`src/rtl/alu_op_decoder_if.sv`:
```
// Bus bundle between the instruction source / register file and the ALU
// front end. The decoder takes the master side; the surrounding environment
// (fetch, register file, ALU/writeback) takes the slave side.
// Optional macro ALU_DEC_ILLEGAL_TRAP_EN adds the illegalOp signal.
interface alu_op_decoder_if #(
   parameter int REG_ADDR_W = 5,
   parameter int DATA_W     = 32
) ();
   logic                  instrValid;
   logic                  instrReady;
   logic [31:0]           instr;
   logic [REG_ADDR_W-1:0] rfAddr1;
   logic [REG_ADDR_W-1:0] rfAddr2;
   logic [DATA_W-1:0]     rfData1;
   logic [DATA_W-1:0]     rfData2;
   logic                  aluValid;
   logic                  aluReady;
   logic [4:0]            func;
   logic [DATA_W-1:0]     dataIn1;
   logic [DATA_W-1:0]     dataIn2;
   logic [REG_ADDR_W-1:0] destReg;
   logic                  isStore;
`ifdef ALU_DEC_ILLEGAL_TRAP_EN
   logic                  illegalOp;
`endif

   modport master (
`ifdef ALU_DEC_ILLEGAL_TRAP_EN
      output illegalOp,
`endif
      input  instrValid, instr, rfData1, rfData2, aluReady,
      output instrReady, rfAddr1, rfAddr2, aluValid, func,
             dataIn1, dataIn2, destReg, isStore
   );

   modport slave (
`ifdef ALU_DEC_ILLEGAL_TRAP_EN
      input  illegalOp,
`endif
      output instrValid, instr, rfData1, rfData2, aluReady,
      input  instrReady, rfAddr1, rfAddr2, aluValid, func,
             dataIn1, dataIn2, destReg, isStore
   );
endinterface

```
`src/rtl/alu_op_decoder.sv`:
```
// ALU front end: 2-stage pipeline (S1 decode/register read, S2 operands)
// with valid/ready handshakes on both sides and full backpressure.
// Optional macro ALU_DEC_ILLEGAL_TRAP_EN: unmapped ops are dropped in S1 and
// flagged by a one-cycle illegalOp pulse instead of decoding as ADD.
module alu_op_decoder #(
   parameter int REG_ADDR_W = 5,
   parameter int DATA_W     = 32
) (
   input logic              clk,
   input logic              rstN,
   alu_op_decoder_if.master bus
);
   localparam logic [4:0] OP_ADD  = 5'b00000;
   localparam logic [4:0] OP_SUB  = 5'b00001;
   localparam logic [4:0] OP_AND  = 5'b00100;
   localparam logic [4:0] OP_OR   = 5'b00101;
   localparam logic [4:0] OP_XOR  = 5'b00110;
   localparam logic [4:0] OP_NAND = 5'b01100;
   localparam logic [4:0] OP_NOR  = 5'b01101;
   localparam logic [4:0] OP_XNOR = 5'b01110;
   localparam logic [4:0] OP_MVHI = 5'b01011;
   localparam logic [4:0] OP_LD   = 5'b10000;
   localparam logic [4:0] OP_ST   = 5'b10001;

   // ALU ops pass their opcode straight through as func; LD/ST compute an
   // address with ADD, and anything unmapped also lands on ADD.
   function automatic logic [4:0] decode_func(input logic [4:0] op);
      logic [4:0] f;
      case (op)
         OP_SUB, OP_AND, OP_OR, OP_XOR, OP_NAND,
         OP_NOR, OP_XNOR, OP_MVHI: f = op;
         default:                  f = OP_ADD;
      endcase
      return f;
   endfunction

`ifdef ALU_DEC_ILLEGAL_TRAP_EN
   function automatic logic op_is_mapped(input logic [4:0] op);
      logic m;
      case (op)
         OP_ADD, OP_SUB, OP_AND, OP_OR, OP_XOR, OP_NAND,
         OP_NOR, OP_XNOR, OP_MVHI, OP_LD, OP_ST: m = 1'b1;
         default:                                m = 1'b0;
      endcase
      return m;
   endfunction
`endif

   // Operand 2 selection: LD/ST always take the sign-extended offset; other
   // ops use the register unless the immediate flag is set, in which case
   // logical ops zero-extend, MVHI places imm16 in the upper half and
   // arithmetic (and unmapped) ops sign-extend.
   function automatic logic [DATA_W-1:0] select_operand2(
      input logic [4:0]        op,
      input logic              imm_flag,
      input logic [15:0]       imm,
      input logic [DATA_W-1:0] rf_val
   );
      logic signed [15:0]       imm_s;
      logic signed [DATA_W-1:0] sext;
      logic [DATA_W-1:0]        zext;
      logic [DATA_W-1:0]        res;
      imm_s = imm;
      sext  = DATA_W'(imm_s);
      zext  = {{(DATA_W-16){1'b0}}, imm};
      if (op == OP_LD || op == OP_ST) begin
         res = sext;
      end else if (!imm_flag) begin
         res = rf_val;
      end else begin
         case (op)
            OP_AND, OP_OR, OP_XOR,
            OP_NAND, OP_NOR, OP_XNOR: res = zext;
            OP_MVHI:                  res = zext << 16;
            default:                  res = sext;
         endcase
      end
      return res;
   endfunction

   logic                  vld_p1_q, vld_p1_d;
   logic [31:0]           instr_p1_q, instr_p1_d;
   logic                  alu_valid_q, alu_valid_d;
   logic [4:0]            func_q, func_d;
   logic [DATA_W-1:0]     data1_q, data1_d;
   logic [DATA_W-1:0]     data2_q, data2_d;
   logic [REG_ADDR_W-1:0] dest_q, dest_d;
   logic                  store_q, store_d;
`ifdef ALU_DEC_ILLEGAL_TRAP_EN
   logic                  illegal_q, illegal_d;
`endif
   logic                  s2_ready, s1_adv, s1_load, s2_load, instr_ready;
   logic [4:0]            op_p1;

   // Handshake control: S1 moves on whenever S2 is empty or draining this cycle
   always_comb begin
      s2_ready    = !alu_valid_q || bus.aluReady;
      s1_adv      = vld_p1_q && s2_ready;
      instr_ready = !vld_p1_q || s1_adv;
      s1_load     = bus.instrValid && instr_ready;
   end

   // ---- Stage S1: instruction register (loads on accept, holds on stall) ----
   always_comb begin
      vld_p1_d   = vld_p1_q;
      instr_p1_d = instr_p1_q;
      if (s1_load) begin
         vld_p1_d   = 1'b1;
         instr_p1_d = bus.instr;
      end else if (s1_adv) begin
         vld_p1_d = 1'b0;
      end
   end

   // The synchronous-read register file samples its address on the same edge
   // that loads S1, so it is given the S1 register's next value; its data is
   // then valid while the instruction sits in S1, and a held S1 keeps the
   // address (and therefore the data) stable for re-capture.
   assign bus.rfAddr1 = REG_ADDR_W'(instr_p1_d[20:16]);
   assign bus.rfAddr2 = REG_ADDR_W'(instr_p1_d[15:11]);

   // ---- Stage S2: decode and operand capture (holds while output stalled) ----
   always_comb begin
      op_p1       = instr_p1_q[31:27];
      alu_valid_d = alu_valid_q;
      func_d      = func_q;
      data1_d     = data1_q;
      data2_d     = data2_q;
      dest_d      = dest_q;
      store_d     = store_q;
`ifdef ALU_DEC_ILLEGAL_TRAP_EN
      s2_load     = s1_adv && op_is_mapped(op_p1);
      illegal_d   = s1_adv && !op_is_mapped(op_p1);
`else
      s2_load     = s1_adv;
`endif
      if (s2_load) begin
         alu_valid_d = 1'b1;
         func_d      = decode_func(op_p1);
         data1_d     = bus.rfData1;
         data2_d     = select_operand2(op_p1, instr_p1_q[26], instr_p1_q[15:0], bus.rfData2);
         dest_d      = REG_ADDR_W'(instr_p1_q[25:21]);
         store_d     = (op_p1 == OP_ST);
      end else if (bus.aluReady) begin
         alu_valid_d = 1'b0;
      end
   end

   // Pipeline state; reset clears both stages and discards in-flight work
   always_ff @(posedge clk or negedge rstN) begin
      if (!rstN) begin
         vld_p1_q    <= 1'b0;
         instr_p1_q  <= '0;
         alu_valid_q <= 1'b0;
         func_q      <= '0;
         data1_q     <= '0;
         data2_q     <= '0;
         dest_q      <= '0;
         store_q     <= 1'b0;
`ifdef ALU_DEC_ILLEGAL_TRAP_EN
         illegal_q   <= 1'b0;
`endif
      end else begin
         vld_p1_q    <= vld_p1_d;
         instr_p1_q  <= instr_p1_d;
         alu_valid_q <= alu_valid_d;
         func_q      <= func_d;
         data1_q     <= data1_d;
         data2_q     <= data2_d;
         dest_q      <= dest_d;
         store_q     <= store_d;
`ifdef ALU_DEC_ILLEGAL_TRAP_EN
         illegal_q   <= illegal_d;
`endif
      end
   end

   assign bus.instrReady = instr_ready;
   assign bus.aluValid   = alu_valid_q;
   assign bus.func       = func_q;
   assign bus.dataIn1    = data1_q;
   assign bus.dataIn2    = data2_q;
   assign bus.destReg    = dest_q;
   assign bus.isStore    = store_q;
`ifdef ALU_DEC_ILLEGAL_TRAP_EN
   assign bus.illegalOp  = illegal_q;
`endif
endmodule
```
`src/flat_wrapper.sv`:
```
// flat-port wrapper written by rule: the top's interface ports become plain ports
module alu_op_decoder_flat 
#(
   parameter int REG_ADDR_W = 5,
   parameter int DATA_W     = 32
)
  (clk, rstN, bus_instrValid, bus_instr, bus_rfData1, bus_rfData2, bus_aluReady, bus_instrReady, bus_rfAddr1, bus_rfAddr2, bus_aluValid, bus_func, bus_dataIn1, bus_dataIn2, bus_destReg, bus_isStore);
  alu_op_decoder_if #(.REG_ADDR_W(REG_ADDR_W), .DATA_W(DATA_W)) bus_i ();
  input logic clk;
  input logic rstN;
  input wire logic [$bits(bus_i.instrValid)-1:0] bus_instrValid;
  input wire logic [$bits(bus_i.instr)-1:0] bus_instr;
  input wire logic [$bits(bus_i.rfData1)-1:0] bus_rfData1;
  input wire logic [$bits(bus_i.rfData2)-1:0] bus_rfData2;
  input wire logic [$bits(bus_i.aluReady)-1:0] bus_aluReady;
  output wire logic [$bits(bus_i.instrReady)-1:0] bus_instrReady;
  output wire logic [$bits(bus_i.rfAddr1)-1:0] bus_rfAddr1;
  output wire logic [$bits(bus_i.rfAddr2)-1:0] bus_rfAddr2;
  output wire logic [$bits(bus_i.aluValid)-1:0] bus_aluValid;
  output wire logic [$bits(bus_i.func)-1:0] bus_func;
  output wire logic [$bits(bus_i.dataIn1)-1:0] bus_dataIn1;
  output wire logic [$bits(bus_i.dataIn2)-1:0] bus_dataIn2;
  output wire logic [$bits(bus_i.destReg)-1:0] bus_destReg;
  output wire logic [$bits(bus_i.isStore)-1:0] bus_isStore;
  assign bus_i.instrValid = bus_instrValid;
  assign bus_i.instr = bus_instr;
  assign bus_i.rfData1 = bus_rfData1;
  assign bus_i.rfData2 = bus_rfData2;
  assign bus_i.aluReady = bus_aluReady;
  assign bus_instrReady = bus_i.instrReady;
  assign bus_rfAddr1 = bus_i.rfAddr1;
  assign bus_rfAddr2 = bus_i.rfAddr2;
  assign bus_aluValid = bus_i.aluValid;
  assign bus_func = bus_i.func;
  assign bus_dataIn1 = bus_i.dataIn1;
  assign bus_dataIn2 = bus_i.dataIn2;
  assign bus_destReg = bus_i.destReg;
  assign bus_isStore = bus_i.isStore;
  alu_op_decoder #(.REG_ADDR_W(REG_ADDR_W), .DATA_W(DATA_W)) u_core (.clk(clk), .rstN(rstN), .bus(bus_i));
endmodule
```
`config.mk`:
```
export PLATFORM = sky130hd
export DESIGN_NAME = alu_op_decoder_flat
export DESIGN_NICKNAME = d
export VERILOG_FILES = /design/src/rtl/alu_op_decoder_if.sv /design/src/rtl/alu_op_decoder.sv /design/src/flat_wrapper.sv
export SDC_FILE = /design/constraint.sdc
export NUM_CORES = 1
export LEC_CHECK = 0
export BUFFER_PORTS_ARGS = -buffer_cell sky130_fd_sc_hd__buf_2
export CAP_MARGIN = 0
export CORE_AREA = 2 2 125 102
export DETAILED_ROUTE_END_ITERATION = 8
export DIE_AREA = 0 0 127 104
export PLACE_DENSITY = 0.66
export SLEW_MARGIN = 5
export SYNTH_ARGS = -nofsm -noshare
export SYNTH_HDL_FRONTEND = slang
export SYNTH_SLANG_ARGS = --single-unit
```
`constraint.sdc`:
```
create_clock -name clk -period 4.25 [get_ports clk]
set_input_delay 0.6375 -clock clk [delete_from_list [all_inputs] [get_ports clk]]
set_output_delay 0.6375 -clock clk [all_outputs]
set_load 0.01 [all_outputs]
```
**Word level (Yosys, flattened, before mapping)**

Index checks and enable logic that the tools add are counted.

- Eq/ne operators: 10
- Muxes and demuxes: 9
- Reductions and logical operators: 11

Operators with widths:

| kind | count |
|---|---|
| 32-bit 2-to-1 mux | 2 |
| 32-bit case mux with 2 select lines | 1 |
| 21-bit 2-to-1 mux | 1 |
| 5-bit by 4-bit == test with 1-bit output (second input constant) | 4 |
| 5-bit by 3-bit == test with 1-bit output (second input constant) | 3 |
| 5-bit == test (second input constant) | 2 |
| 8-bit OR reduction | 1 |
| 6-bit OR reduction | 1 |
| 5-bit by 1-bit == test with 1-bit output (second input constant) | 1 |
| 5-bit 2-to-1 mux | 1 |
| 1-bit 2-to-1 mux | 4 |
| 2-bit nonzero test | 2 |
| 1-bit logical OR | 3 |
| 1-bit logical AND | 2 |
| 1-bit logical NOT | 2 |

- Bits in registers: 109
- Input bits: 100
- Output and inout bits: 87
- Logic and storage cells: 39

**Logic depth before layout (Yosys ltp)**

Gate-level depths: netlist of the first run.

- Depth after elaboration: 6
- Depth in mapped cells: 6

**Least setup slack after synthesis of the first run**

No wires, ideal clock.

- Path type: input to output
- Start point: in bus_aluReady
- End point: out bus_rfAddr1[0]
- Arrival: 1.655 ns
- Setup slack: 1.957 ns
- Cell stages on the path: 4
- Buffers on the path: 1
- Cells stage by stage: nand3b_1 > nand2_1 > buf_2 > mux2_1

- Longest elaborated chain between the ends: 5

Ends and longest elaborated chain:

| item | RTL line | RTL |
|---|---|---|
| start: declaration | flat_wrapper.sv:15 | `input wire logic [$bits(bus_i.aluReady)-1:0] bus_aluReady;` |
| 1-bit logical OR | alu_op_decoder.sv:97 | `s2_ready = !alu_valid_q \|\| bus.aluReady;` |
| 1-bit logical AND | alu_op_decoder.sv:98 | `s1_adv = vld_p1_q && s2_ready;` |
| 1-bit logical OR | alu_op_decoder.sv:99 | `instr_ready = !vld_p1_q \|\| s1_adv;` |
| 1-bit logical AND | alu_op_decoder.sv:100 | `s1_load = bus.instrValid && instr_ready;` |
| 21-bit 2-to-1 mux | alu_op_decoder.sv:107 | `if (s1_load) begin` |
| end: declaration | flat_wrapper.sv:17 | `output wire logic [$bits(bus_i.rfAddr1)-1:0] bus_rfAddr1;` |

Every way passes these cells.

**Final worst setup path of the first run**

- Start point: reg u_core.vld_p1_q
- End point: out bus_rfAddr2[1]

- Longest elaborated chain between the ends: 4

Ends and longest elaborated chain:

| item | RTL line | RTL |
|---|---|---|
| start: declaration | alu_op_decoder.sv:81 | `logic vld_p1_q, vld_p1_d;` |
| start signal: assignment | alu_op_decoder.sv:164 | `vld_p1_q <= vld_p1_d;` |
| 1-bit logical NOT / 1-bit logical AND (equally long branches) | alu_op_decoder.sv:99, alu_op_decoder.sv:98 |  |
| 1-bit logical OR (*) | alu_op_decoder.sv:99 |  |
| 1-bit logical AND (*) | alu_op_decoder.sv:100 |  |
| 21-bit 2-to-1 mux (*) | alu_op_decoder.sv:107 |  |
| end: declaration | flat_wrapper.sv:18 | `output wire logic [$bits(bus_i.rfAddr2)-1:0] bus_rfAddr2;` |

Every way passes the cells marked *; elsewhere a longest branch is shown, timed or not.

==> results.json, run 1 <==
{
  "first_global_vias": 3685,
  "static-leakage-power_nw": 3.034,
  "antennaDiodeCount": 0,
  "wire_length_of_the_first_global_routing_pass_um": 19580,
  "design.die.area_um2": 13210,
  "grt.total_usage_pct": 18.67,
  "synth_area_leader_cell": "dfrtp_1",
  "end_kind": "output pin",
  "detailedPlacementHpwl_um": 8753,
  "final_max_slew_viol_count": 0,
  "postCtsSetupRepairBufs": 0,
  "start_to_end_type_of_the_worst_setup_path": "reg2out",
  "max-cap-violations": 0,
  "run_status": "complete, no violations",
  "vias": 3712,
  "post_synth_num_cell_types": 35,
  "cts_bufs_inserted": 9,
  "worst_clock_skew_ns": 0.008675,
  "globalplace.congestion": 0.8361,
  "cts_sinks": 109,
  "area_occupied_by_multi_input_gates_um2": 1823,
  "number_of_buffers_on_the_longest_clock_path": 2,
  "seqCellArea_um2": 2728,
  "synth-warning-count": 0,
  "syn-num-nets": 528,
  "synth_ff_type": "dfrtp_1",
  "hp-class": "in2async",
  "worst_r2r_endpoint": "u_core.bus.dataIn2[16]",
  "yosys.area.top_type_share_pct": 58.18,
  "cells_after_synthesis": 428,
  "post_route_cells_drive_above_1_share_pct": 40.07,
  "final_hold_viol_count": 0,
  "holdBufCountCts": 0,
  "netlist_area_um2": 4688,
  "unrepaired_setup_endpoints_after_global_routing": "no",
  "h-tree-depth": 3,
  "critical_path.max_stage_delay_ns": 0.49,
  "final_min_period_over_clock_period_pct": 62.44,
  "number_of_resized_instances_in_the_post_cts_repair_step": 0,
  "path_delay_family": "simple AND/OR/NAND/NOR gates",
  "synth-seq-area-share_pct": 58.18,
  "synth.most_common_cell": "nand2_1",
  "crit_path_top_delay_cell": "nand2_1",
  "routed_wirelength_um": 11960,
  "cp_max_fo": 13,
  "final_net_count": 705,
  "clk_transition_reported_paths_ns": 0.07,
  "synth.ff_latch_count": 109,
  "start_kind": "flip-flop",
  "pwr_density_cell_nw_per_um2": 477.0,
  "first_iter_violations": 171,
  "required_ns": 3.61,
  "grt_max_degree": 80,
  "cp_cell_sequence": "nand3b_1 > nand2_1 > mux2_1 > buf_2",
  "placement_rows": 36,
  "rrSetupSlack_ns": 2.12,
  "async_flop_share_pct": 100.0,
  "synthTopCellsByArea": "dfrtp_1 (58%), nand2_1 (12%), mux2_1 (7.7%)",
  "core_um2": 11980,
  "peakVddDrop_v": 0.0001816,
  "synthesis.area_per_instance_um2": 10.95,
  "design.portCount": 187,
  "area_delta_synth_final_pct": 28.08,
  "worst_r2r_startpoint": "u_core.instr_p1_q[28]",
  "antenna_violations_before_repair": 0,
  "most_frequent_cells_after_synthesis": "nand2_1 (151), dfrtp_1 (109), nor2_1 (35)",
  "worst_pin_slew_ns": 1.014,
  "tritoncts": "done",
  "setup-tns-final_ns": 0,
  "slew_headroom_pct": 32.14,
  "detail_route.wl_per_cell_um": 15.72,
  "fillerInstances": 1130,
  "clock_tree.root_cell": "clkbuf_16",
  "floorplan.initialDensity_pct": 39.13,
  "dieWidth_um": 127,
  "r2r.worst_path.cells": 4,
  "drc": 0,
  "timing.fmax_mhz": 376.8,
  "synth_edf_count": 0,
  "global_route.overflow_total": 0,
  "drt-vias-per-instance": 4.878,
  "port_buffers": 186,
  "min_period_ns": 2.654,
  "die_y_um": 104,
  "detail-route-antenna-nets": 0,
  "worst-endpoint-arrival_ns": 2.02,
  "clock_latency_at_the_later_pin_of_the_worst_skew_pair_ns": 0.34,
  "setup_violations": 0,
  "dr.pass1.iters": 4,
  "hold-worst-slack_ns": 0.4534,
  "path_buf_inv": 1
}
## cells by family after synthesis
group / count (synthesis) / synth area share (%)
mux: 32 / 7.686
compound gates: 59 / 13.32
simple gates: 201 / 17.61
xor+xnor: 1 / 0.1869
flops: 109 / 58.18
buf+inv: 26 / 3.015
## registers in the layout, summed over array words and instances (netlist names)
name / count
u_core.bus.dataIn1: 32
u_core.bus.dataIn2: 32
u_core.instr_p1_q: 32
u_core.bus.destReg: 5
u_core.bus.func: 5
u_core.bus.aluValid: 1
u_core.bus.isStore: 1
u_core.vld_p1_q: 1
## report_power, final
part | switching, mW | internal [mW]
clock | 0.368 | 0.457
combinational | 0.391 | 0.294
sequential | 0.129 | 1.22
total | 0.888 | 1.98
## cell type report
class,count,area share (%)
repair buffers,191,16.17
well taps,152,3.167
flip-flops and latches,109,45.43
clock buffers,10,3.813
multi-input cells,293,30.36
clock inverters,5,1.000
inverters,1,0.06251
## how the worst max path moves through the flow
stage,from,endpoint,cells past startpoint
6_report,u_core.vld_p1_q,bus_rfAddr2[1],4
5_1_grt,u_core.vld_p1_q,bus_rfAddr2[0],4
4_1_cts,u_core.vld_p1_q,bus_rfAddr2[0],4
3_5_place_dp,bus_aluReady,bus_rfAddr2[1],5
3_3_place_gp,bus_aluReady,bus_rfAddr2[2],5
2_1_floorplan,bus_aluReady,bus_rfAddr1[0],4
## cell usage in the layout, fill, tap and decap left out, types with 2 or more instances in the layout
master,count
a22oi_2,10
clkbuf_16,9
nand2b_1,3
a22oi_1,5
dfrtp_1,109
buf_2,185
o21ai_1,4
o21bai_2,11
mux2_1,32
nor2_1,35
nand3b_1,2
a221oi_1,7
a221oi_2,10
nand3_1,3
inv_6,2
o21bai_1,4
nand2_1,150
buf_4,6
## per-layer routing
metal	up-vias	global-route usage, %	routed length (um)
met1	1795	25.14	5482
met2	113	29.72	5572
li1	1789	-	-
met5	-	0	0
met4	0	5.495	181
met3	15	4.990	724
## per-stage QoR
stage	setup slack, ns	std cells	power [mW]	util, %	area (um^2)
4_1_cts	1.531	761	2.910	50.11	6005
3_5_place_dp	1.610	746	2.071	47.70	5715
3_3_place_gp	1.628	746	2.047	47.70	5715
2_1_floorplan	1.957	428	1.753	-	4688
6_report	1.596	761	2.864	50.11	6005
5_1_grt	1.448	761	3.037	50.11	6005
## worst reg2reg max path, delay by kind of cell (launching register included)
kind            cells  cell delay, ns
compound gates      4            1.46
flops               1            0.50
Note: power is estimated with default switching activity, not from simulation.
==> run 2, diff against run 1 <==
- clock period: 4.25 -> 2.8 ns (I/O delays scaled with it)
==> results.json, run 2 (synthesis gave the netlist of run 1 again) <==
{
  "clock_latency_at_the_later_pin_of_the_worst_skew_pair_ns": 0.35,
  "grt_max_degree": 50,
  "routed_wirelength_um": 12350,
  "layout_commonest_cell": "buf_2",
  "worst_r2r_endpoint": "u_core.bus.dataIn2[18]",
  "drt-vias-per-instance": 4.876,
  "final_net_count": 712,
  "dr.pass1.iters": 4,
  "peakVddDrop_v": 0.0003998,
  "number_of_buffers_on_the_longest_clock_path": 2,
  "detail_route.wl_per_cell_um": 16.10,
  "dpl_worst_slack_ns": 0.7523,
  "pwr_density_cell_nw_per_um2": 719.5,
  "design.portCount": 187,
  "tritoncts": "done",
  "placement_rows": 36,
  "clock_tree.root_cell": "clkbuf_16",
  "clk_transition_reported_paths_ns": 0.07,
  "start_to_end_type_of_the_worst_setup_path": "reg2out",
  "first_iter_violations": 156,
  "required_ns": 2.38,
  "min_period_ns": 2.308,
  "area_occupied_by_multi_input_gates_um2": 1823,
  "area_delta_synth_final_pct": 29.28,
  "antenna_violations_before_repair": 0,
  "final_max_slew_viol_count": 0,
  "max-cap-violations": 0,
  "cp_max_fo": 22,
  "detailedPlacementHpwl_um": 9215,
  "fillerInstances": 1102,
  "timing.fmax_mhz": 433.2,
  "post_route_cells_drive_above_1_share_pct": 40.65,
  "mostFrequentLayoutCells": "buf_2 (185), nand2_1 (150), dfrtp_1 (109), nor2_1 (35), mux2_1 (32)",
  "floorplan.initialDensity_pct": 39.13,
  "seqCellArea_um2": 2728,
  "first_global_vias": 3762,
  "worst_clock_skew_ns": 0.01195,
  "globalplace.congestion": 0.8697,
  "vias": 3740,
  "global_route.overflow_total": 0,
  "detail-route-antenna-nets": 0,
  "number_of_resized_instances_in_the_post_cts_repair_step": 0,
  "worst_r2r_startpoint": "u_core.instr_p1_q[28]",
  "end_kind": "output pin",
  "cts_bufs_inserted": 9,
  "worst_pin_slew_ns": 0.6504,
  "cts_sinks": 109,
  "final_hold_viol_count": 0,
  "postCtsSetupRepairBufs": 0,
  "setup_violations": 0,
  "setup-tns-final_ns": 0,
  "dieWidth_um": 127,
  "slew_headroom_pct": 56.49,
  "core_um2": 11980,
  "holdBufCountCts": 0,
  "drc": 0,
  "fin_util_pct": 50.58,
  "unrepaired_setup_endpoints_after_global_routing": "no",
  "die_y_um": 104,
  "h-tree-depth": 3,
  "worst-endpoint-arrival_ns": 1.89,
  "antennaDiodeCount": 0,
  "static-leakage-power_nw": 3.068,
  "design.die.area_um2": 13210,
  "final_critical_path_setup_slack_ns": 0.4918,
  "final_min_period_over_clock_period_pct": 82.44,
  "hp-class": "in2async",
  "r2r.worst_path.cells": 5,
  "start_kind": "flip-flop",
  "run_status": "complete, no violations",
  "wire_length_of_the_first_global_routing_pass_um": 20040,
  "rrSetupSlack_ns": 0.88,
  "port_buffers": 186,
  "grt.total_usage_pct": 19.50
}
run 2: cell types whose count changed in the layout (fill, tap and decap cells not counted), sizes merged:
cell | before | now
buf | 191 | 198
inv | 3 | 1
clkinv | 1 | 2
run 2: power breakdown:
part / switching [mW] / total, mW / internal [mW] / leakage, nW
sequential: 0.203 / 2.06 / 1.86 / 1.30
combinational: 0.601 / 1.06 / 0.459 / 1.63
clock: 0.554 / 1.24 / 0.684 / 0.134
run 2: layout make-up:
| type | count | share of cell area, % |
|---|---|---|
| clock buffers | 10 | 3.778 |
| clock inverters | 4 | 0.8464 |
| inverters | 1 | 0.06193 |
| multi-input cells | 293 | 30.08 |
| flip-flops and latches | 109 | 45.00 |
| well taps | 152 | 3.138 |
| repair buffers | 198 | 17.09 |
run 2: worst max path at each step:
stage	startpoint	to
after floorplan	bus_aluReady	bus_rfAddr1[0]
after global placement	bus_aluReady	bus_rfAddr2[4]
after detailed placement	bus_aluReady	bus_rfAddr2[3]
after CTS	u_core.vld_p1_q	bus_rfAddr2[3]
after global routing	u_core.vld_p1_q	bus_rfAddr1[2]
final	u_core.vld_p1_q	bus_rfAddr2[3]
run 2: critical path: stages, from the launching register on:
cell      delay (ns)
dfrtp_1         0.47
nand3b_1        0.14
nand2_1         0.09
buf_4           0.30
mux2_1          0.38
buf_2           0.15
run 2: metal layers:
metal  global-route usage [%]  up-vias  part of all wire, %
li1                         -     1803                    -
met1                    26.77     1799                   44
met2                    30.38      125                   47
met3                    5.401       13                  6.7
met4                    5.730        0                  1.4
met5                        0        -                    0
run 2: metrics by stage:
stage          std cells  power [mW]  instance area [um^2]  hold WS [ns]
2_1_floorplan        428       2.661                  4688        0.1244
3_3_place_gp         753       3.120                  5781        0.3865
3_5_place_dp         753       3.164                  5781        0.3967
4_1_cts              767       4.424                  6061      0.001129
5_1_grt              767       4.619                  6061       0.02302
6_report             767       4.361                  6061      0.003572
==> run 3, diff against run 2 <==
- PLACE_DENSITY: 0.66 -> 0.69
- clock period: 2.8 -> 2 ns (I/O delays scaled with it)
==> results.json, run 3 (synthesis gave the netlist of run 1 again) <==
{
  "h-tree-depth": 3,
  "fin_total_pwr_mw": 6.327,
  "tritoncts": "done",
  "cp_max_fo": 11,
  "hold-worst-slack_ns": 0.1421,
  "dr.pass1.iters": 4,
  "hp-class": "in2reg",
  "grt.total_usage_pct": 18.77,
  "number_of_buffers_on_the_longest_clock_path": 2,
  "finalInstanceArea_um2": 6207,
  "start_to_end_type_of_the_worst_setup_path": "reg2out",
  "die_y_um": 104,
  "layout_commonest_cell": "buf_2",
  "design.portCount": 187,
  "globalplace.congestion": 0.8559,
  "detailedPlacementHpwl_um": 9097,
  "peakVddDrop_v": 0.0006043,
  "worst-endpoint-arrival_ns": 1.64,
  "vias": 3772,
  "fin_util_pct": 51.81,
  "global_route.overflow_total": 0,
  "end_kind": "output pin",
  "static-leakage-power_nw": 3.131,
  "drt-vias-per-instance": 4.861,
  "cts_sinks": 109,
  "rrSetupSlack_ns": 0.15,
  "mostFrequentLayoutCells": "buf_2 (185), nand2_1 (149), dfrtp_1 (109), nor2_1 (35), mux2_1 (32)",
  "final_net_count": 717,
  "placement_rows": 36,
  "crit_path_top_delay_cell": "dfrtp_1",
  "port_buffers": 186,
  "min_period_ns": 1.943,
  "first_global_vias": 3831,
  "max-cap-violations": 0,
  "cts_bufs_inserted": 9,
  "core_um2": 11980,
  "dieWidth_um": 127,
  "area_delta_synth_final_pct": 32.40,
  "pwr_density_cell_nw_per_um2": 1019,
  "detail-route-antenna-nets": 0,
  "setup-tns-final_ns": 0,
  "path_buf_inv": 2,
  "grt_max_degree": 58,
  "design.die.area_um2": 13210,
  "clk_transition_reported_paths_ns": 0.07,
  "required_ns": 1.70,
  "clock_tree.root_cell": "clkbuf_16",
  "final_hold_viol_count": 0,
  "final_max_slew_viol_count": 0,
  "wire_length_of_the_first_global_routing_pass_um": 19710,
  "dpl-instance-area_um2": 5833,
  "floorplan.initialDensity_pct": 39.13,
  "antenna_violations_before_repair": 2,
  "clock_latency_at_the_later_pin_of_the_worst_skew_pair_ns": 0.34,
  "routed_wirelength_um": 12310,
  "worst_clock_skew_ns": 0.005791,
  "critical_path.max_stage_delay_ns": 0.40,
  "timing.fmax_mhz": 514.7,
  "final_min_period_over_clock_period_pct": 97.13,
  "worst_pin_slew_ns": 0.5394,
  "first_iter_violations": 142,
  "path_delay_family": "flip-flops",
  "setup_violations": 0,
  "cp_cell_sequence": "nand3b_1 > nand2_2 > buf_12 > mux2_1 > buf_2",
  "post_route_cells_drive_above_1_share_pct": 41.32,
  "run_status": "complete, no violations",
  "slew_headroom_pct": 64.04,
  "drc": 0,
  "detail_route.wl_per_cell_um": 15.86,
  "start_kind": "flip-flop"
}
## run 3: per-stage QoR
stage | worst slack, ns | instances
3_3_place_gp | 0.2101 | 755
5_1_grt | -0.006567 | 776
2_1_floorplan | 0.3113 | 428
3_5_place_dp | 0.1529 | 755
4_1_cts | 0.009965 | 772
6_report | 0.05730 | 776
## run 3: path summary, 6_finish.rpt
check / start / end / depth (start not counted)
worst max register to register: u_core.instr_p1_q[28] / u_core.bus.dataIn2[29] / 4
worst min register to register: u_core.instr_p1_q[23] / u_core.bus.destReg[2] / 2
worst min-delay path: bus_rfData1[29] / u_core.bus.dataIn1[29] / 3
max in group asynchronous: rstN / u_core.instr_p1_q[1] / 3
worst max-delay path: u_core.bus.aluValid / bus_rfAddr2[2] / 5
min in group asynchronous: rstN / u_core.instr_p1_q[12] / 2
## run 3: final cells by class
type	count	area (um^2)
inverters	1	3.754
flip-flops and latches	109	2728
repair buffers	203	1131
diodes	2	5.005
multi-input cells	293	1826
fillers	1090	5774
clock inverters	6	95.09
clock buffers	10	229.0
well taps	152	190.2
## run 3: routing by layer
| layer | GRT usage, % | part of all wire [%] | wire, um |
|---|---|---|---|
| met1 | 24.76 | 44 | 5435 |
| met3 | 4.475 | 5.2 | 635 |
| met4 | 7.457 | 2.4 | 296 |
| met5 | 0 | 0 | 0 |
| met2 | 29.92 | 48 | 5942 |
## run 3: repair_timing
item | in CTS | in global routing
hold buffers | 1 | 0
gates resized for setup | 0 | 1
buffers inserted | 0 | 1
setup endpoints to repair | 0 | 10
endpoints found under the hold margin | 34 | 0
## run 3: worst reg2reg max path, stage by stage (launching register included)
cell and delay (ns):
dfrtp_1 0.49, or4b_4 0.62, o211ai_4 0.35, o21bai_2 0.20, a22oi_2 0.07
## run 3: power breakdown
group	internal (mW)	switching, mW	total [mW]
Combinational	0.670	0.843	1.51
Clock	1.11	0.823	1.93
Sequential	2.60	0.278	2.88
Total	4.38	1.94	6.33
